[src/rtl/serial_subtracting.sv]
// serial_subtracting: bit-serial two-lane unsigned subtractor.
//
// Computes diff1 = a - b and diff2 = c - d modulo 2^WIDTH, one bit per clock,
// LSB first, with one borrow flop per lane. A start accepted in idle latches all
// four operands. WIDTH clocks later a one-cycle done pulse marks the new results.
// The results and final borrows hold until the next completed operation.
//
// Ports:
//   clk        clock, rising-edge active
//   rst        asynchronous active-high reset
//   start_i    operation request, sampled only while idle
//   a_i, b_i   lane-1 minuend / subtrahend (latched on accepted start)
//   c_i, d_i   lane-2 minuend / subtrahend (latched on accepted start)
//   busy_o     high while bits are being processed
//   done_o     one-cycle completion pulse
//   diff1_o    a - b modulo 2^WIDTH
//   diff2_o    c - d modulo 2^WIDTH
//   borrow1_o  1 when a < b (unsigned)
//   borrow2_o  1 when c < d (unsigned)
module serial_subtracting #(
    parameter int unsigned WIDTH = 8
) (
    input  logic             clk,
    input  logic             rst,
    input  logic             start_i,
    input  logic [WIDTH-1:0] a_i,
    input  logic [WIDTH-1:0] b_i,
    input  logic [WIDTH-1:0] c_i,
    input  logic [WIDTH-1:0] d_i,
    output logic             busy_o,
    output logic             done_o,
    output logic [WIDTH-1:0] diff1_o,
    output logic [WIDTH-1:0] diff2_o,
    output logic             borrow1_o,
    output logic             borrow2_o
);

    localparam int unsigned CntW = (WIDTH > 1) ? $clog2(WIDTH) : 1;
    localparam logic [CntW-1:0] LastBit = CntW'(WIDTH - 1);

    typedef enum logic [1:0] {
        StIdle = 2'd0,
        StRun  = 2'd1,
        StDone = 2'd2
    } state_e;

    state_e state_q, state_d;

    // Operand shift registers: consumed from bit 0, shifted right each RUN cycle.
    logic [WIDTH-1:0] a_sh_q, a_sh_d;
    logic [WIDTH-1:0] b_sh_q, b_sh_d;
    logic [WIDTH-1:0] c_sh_q, c_sh_d;
    logic [WIDTH-1:0] d_sh_q, d_sh_d;

    // Result shift registers: each new bit enters at the MSB, so after WIDTH
    // shifts bit 0 of the difference has arrived at bit 0.
    logic [WIDTH-1:0] res1_q, res1_d;
    logic [WIDTH-1:0] res2_q, res2_d;

    // Per-lane running borrow.
    logic bin1_q, bin1_d;
    logic bin2_q, bin2_d;

    logic [CntW-1:0] cnt_q, cnt_d;

    // Visible results, only updated on the final RUN edge.
    logic [WIDTH-1:0] diff1_q, diff1_d;
    logic [WIDTH-1:0] diff2_q, diff2_d;
    logic             borrow1_q, borrow1_d;
    logic             borrow2_q, borrow2_d;

    // Single-bit full subtractor per lane.
    logic x1, y1, dbit1, bout1;
    logic x2, y2, dbit2, bout2;

    always_comb begin
        x1    = a_sh_q[0];
        y1    = b_sh_q[0];
        dbit1 = x1 ^ y1 ^ bin1_q;
        bout1 = (~x1 & y1) | (~(x1 ^ y1) & bin1_q);

        x2    = c_sh_q[0];
        y2    = d_sh_q[0];
        dbit2 = x2 ^ y2 ^ bin2_q;
        bout2 = (~x2 & y2) | (~(x2 ^ y2) & bin2_q);
    end

    // Next-state and datapath updates.
    always_comb begin
        state_d   = state_q;
        a_sh_d    = a_sh_q;
        b_sh_d    = b_sh_q;
        c_sh_d    = c_sh_q;
        d_sh_d    = d_sh_q;
        res1_d    = res1_q;
        res2_d    = res2_q;
        bin1_d    = bin1_q;
        bin2_d    = bin2_q;
        cnt_d     = cnt_q;
        diff1_d   = diff1_q;
        diff2_d   = diff2_q;
        borrow1_d = borrow1_q;
        borrow2_d = borrow2_q;

        unique case (state_q)
            StIdle: begin
                if (start_i) begin
                    state_d = StRun;
                    a_sh_d  = a_i;
                    b_sh_d  = b_i;
                    c_sh_d  = c_i;
                    d_sh_d  = d_i;
                    bin1_d  = 1'b0;
                    bin2_d  = 1'b0;
                    cnt_d   = '0;
                end
            end

            StRun: begin
                a_sh_d = a_sh_q >> 1;
                b_sh_d = b_sh_q >> 1;
                c_sh_d = c_sh_q >> 1;
                d_sh_d = d_sh_q >> 1;
                res1_d = {dbit1, res1_q[WIDTH-1:1]};
                res2_d = {dbit2, res2_q[WIDTH-1:1]};
                bin1_d = bout1;
                bin2_d = bout2;

                if (cnt_q == LastBit) begin
                    // Publish the completed words directly from the shift input
                    // so the final bit is included on this same edge.
                    state_d   = StDone;
                    diff1_d   = {dbit1, res1_q[WIDTH-1:1]};
                    diff2_d   = {dbit2, res2_q[WIDTH-1:1]};
                    borrow1_d = bout1;
                    borrow2_d = bout2;
                end else begin
                    cnt_d = cnt_q + CntW'(1);
                end
            end

            StDone: begin
                state_d = StIdle;
            end

            default: begin
                state_d = StIdle;
            end
        endcase
    end

    always_ff @(posedge clk or posedge rst) begin
        if (rst) begin
            state_q   <= StIdle;
            a_sh_q    <= '0;
            b_sh_q    <= '0;
            c_sh_q    <= '0;
            d_sh_q    <= '0;
            res1_q    <= '0;
            res2_q    <= '0;
            bin1_q    <= 1'b0;
            bin2_q    <= 1'b0;
            cnt_q     <= '0;
            diff1_q   <= '0;
            diff2_q   <= '0;
            borrow1_q <= 1'b0;
            borrow2_q <= 1'b0;
        end else begin
            state_q   <= state_d;
            a_sh_q    <= a_sh_d;
            b_sh_q    <= b_sh_d;
            c_sh_q    <= c_sh_d;
            d_sh_q    <= d_sh_d;
            res1_q    <= res1_d;
            res2_q    <= res2_d;
            bin1_q    <= bin1_d;
            bin2_q    <= bin2_d;
            cnt_q     <= cnt_d;
            diff1_q   <= diff1_d;
            diff2_q   <= diff2_d;
            borrow1_q <= borrow1_d;
            borrow2_q <= borrow2_d;
        end
    end

    always_comb begin
        busy_o    = (state_q == StRun);
        done_o    = (state_q == StDone);
        diff1_o   = diff1_q;
        diff2_o   = diff2_q;
        borrow1_o = borrow1_q;
        borrow2_o = borrow2_q;
    end

endmodule

[config.mk]
export PLATFORM = sky130hd
export DESIGN_NAME = serial_subtracting
export DESIGN_NICKNAME = d
export VERILOG_FILES = /design/src/rtl/serial_subtracting.sv
export SDC_FILE = /design/constraint.sdc
export NUM_CORES = 1
export LEC_CHECK = 0
export BUFFER_PORTS_ARGS = -buffer_cell sky130_fd_sc_hd__buf_2
export CAP_MARGIN = 15
export CORE_ASPECT_RATIO = 0.8
export CORE_MARGIN = 2
export CORE_UTILIZATION = 60
export CTS_CLUSTER_SIZE = 28
export DETAILED_ROUTE_END_ITERATION = 6
export PLACE_DENSITY = 0.82
export SLEW_MARGIN = 15
export SYNTH_ARGS = -nofsm -noshare
export SYNTH_HDL_FRONTEND = slang
export SYNTH_SLANG_ARGS = --single-unit
[constraint.sdc]
create_clock -name clk -period 5.8 [get_ports clk]
set_input_delay 1.16 -clock clk [delete_from_list [all_inputs] [get_ports clk]]
set_output_delay 1.16 -clock clk [all_outputs]
set_load 0.005 [all_outputs]
==> reports/qor.yml <==
setup_slack_ns: 2.85
worst_pin_slew_ns: 0.849
dp_hpwl_um: 3760
via_per_inst: 5.72
clock.fmax_mhz: 339
crit_path_start_kind: "flip-flop"
grt_pass1_vias: 2191
reg2reg_depth: 4
fin_crit_ns: 2.95
layout-drive-gt1-share_pct: 34.7
fin_setup_tns_ns: 0
yosysWarningCount: 0
die-area_mm2: 0.00617
port_buffers: 54
die_w_um: 87.3
final_cell_mix: "69 x dfrtp_1, 54 x buf_2, 35 x inv_1, 29 x nor4b_1, 26 x nor3b_1"
cts_max_path_buffers: 2
min_from: "diff1_o[0]"
wl_um: 5910
maxCapViolCount: 0
gp_congestion: 0.749
n_antenna_cell: 0
crit_path_end_kind: "output pin"
io_pins: 55
slew_viol_final: 0
rsz0062_at_grt: "false"
final_common_cell: "dfrtp_1"
cp-endpoint: "busy_o"
holdBufCountCts: 0
numCtsBuffers: 9
hold_viol: 0
cts_tree: "yes"
start_util_pct: 61.7
layout.nets: 357
clock_skew_ns: 0.00654
synth_cells: 272
track_usage_pct: 21.3
drtPass1Iterations: 4
leakagePower_nw: 1.78
hold_class: "flip-flop to flip-flop"
p_per_area_mw_per_mm2: 516
fillers: 425
status: "finished, final reports clean"
arrival_ns: 1.79
ys_ff_latch: 71
post_cts_buffers: 0
fin_util_pct: 69.9
areaGrowthSynthToFinish_pct: 13.3
reg2reg_from: "state_q[0]"
r2r_slack_ns: 3.99
dp.cells: 372
peakVddDrop_mv: 0.256
fin_cells: 388
num_vias: 2219
antenna_found_initial: 0
drt_iter0_markers: 57
cts_resized: 0
criticalPathCategory: "flip-flop to output pin"
clk_pin_slew_ns: 0.08
grt_overflow: 0
finalCritPeriodShare_pct: 50.9
grt_pass1_wl_um: 10100
die_y_um: 70.7
startpoint: "state_q[1]"
rows: 24
grt_max_degree: 72
avgSynthCellArea_um2: 12.3
synth.yosys.seq_area_share_pct: 53.3
syn_nets: 311
drc: 0
post-place-ws_ns: 3.25
netlist-cell-type-count: 29
postRouteAntennaNets: 0
coreArea_mm2: 0.00541
setup_viol: 0
crit_fanout: 63
clockRootBuffer: "clkbuf_8"
regToRegEndpoint: "a_sh_q[1]"
netlist_area_mm2: 0.00333
clock-sinks: 71
wire_per_inst_um: 15.2
relSlewSlack_pct: 43.4
htreeDepth: 3
required_ns: 4.64
clock_latency_ns: 0.34
-- how the worst min path moves through the flow --
stage / slack (ns) / cells past startpoint / end
after global placement: 0.48 / 1 / diff1_o[1]
after global routing: 0.52 / 1 / diff2_o[1]
after detailed placement: 0.49 / 1 / diff2_o[1]
final: 0.50 / 1 / diff1_o[0]
after floorplan: 0.47 / 1 / a_sh_q[7]
after CTS: 0.51 / 1 / diff2_o[1]
-- cells in the mapped netlist, drive strengths merged --
library cell / n / area share, %
a22o: 4 / 1.1
nor3b: 26 / 5.9
o221ai: 2 / 0.53
buf: 13 / 2.6
fa: 2 / 1.2
nand3: 2 / 0.30
dfrtp: 71 / 53
a21oi: 1 / 0.15
nand2b: 5 / 1.2
nand3b: 1 / 0.60
a211o: 1 / 0.26
o21bai: 1 / 0.34
o22ai: 2 / 0.38
mux2i: 2 / 0.60
a211oi: 25 / 5.6
ha: 2 / 0.75
nor4b: 29 / 7.6
a221oi: 3 / 0.79
inv: 37 / 4.2
mux2: 30 / 11
and3: 1 / 0.19
nor2b: 1 / 0.19
o21ba: 1 / 0.30
clkbuf: 10 / 1.1
-- power by group --
part,internal [mW],switching [mW]
registers,0.734,0.125
logic,0.383,0.352
clock network,0.168,0.189
-- through the flow --
stage	instance area (µm²)	hold WS, ns	power, mW
after global routing	3780	0.516	2.11
after floorplan	3330	0.467	1.42
final	3780	0.503	1.95
after CTS	3780	0.508	1.97
after global placement	3590	0.483	1.56
after detailed placement	3590	0.487	1.61
-- cell type report --
type | instances | area, µm² | share of cell area (%)
Tap cell | 65 | 81.3 | 2.15
Clock inverter | 6 | 46.3 | 1.23
Timing Repair Buffer | 58 | 300 | 7.95
Clock buffer | 10 | 138 | 3.64
Inverter | 37 | 139 | 3.68
Sequential cell | 71 | 1780 | 47.1
Multi-Input combinational cell | 141 | 1290 | 34.2
-- state kept, by name, summed over array words and instances, names as in the netlist --
signal	count
res1_q	7
borrow2_o	1
diff1_o	8
c_sh_q	8
diff2_o	8
a_sh_q	8
bin2_q	1
cnt_q	3
b_sh_q	8
d_sh_q	8
state_q	2
borrow1_o	1
bin1_q	1
res2_q	7
-- critical path: stages (launching register included) --
cell and delay [ns]:
dfrtp_2 0.34, buf_4 0.49, nand2b_4 0.28, inv_2 0.15
buf_2 0.17
-- layer usage --
layer  global-route usage [%]  routed length [µm]  vias to the layer above  share of wire (%)
li1                         -                   -                     1068                  -
met1                     28.4                2780                     1088                 47
met2                     32.5                2760                       55                 47
met3                     7.82                 268                        8                4.5
met4                     7.35                 102                        0                1.7
met5                        0                   0                        -                  0
-- cell families after synthesis --
kind of cell	share of synthesized area, %
AO/OA/AOI/OAI	9.42
AND/OR/NAND/NOR	15.9
multiplexers	11.5
flip-flops	53.3
buffers and inverters	7.88
adder cells (fa/ha/maj)	1.95
Note: power is estimated with default switching activity, not from simulation.
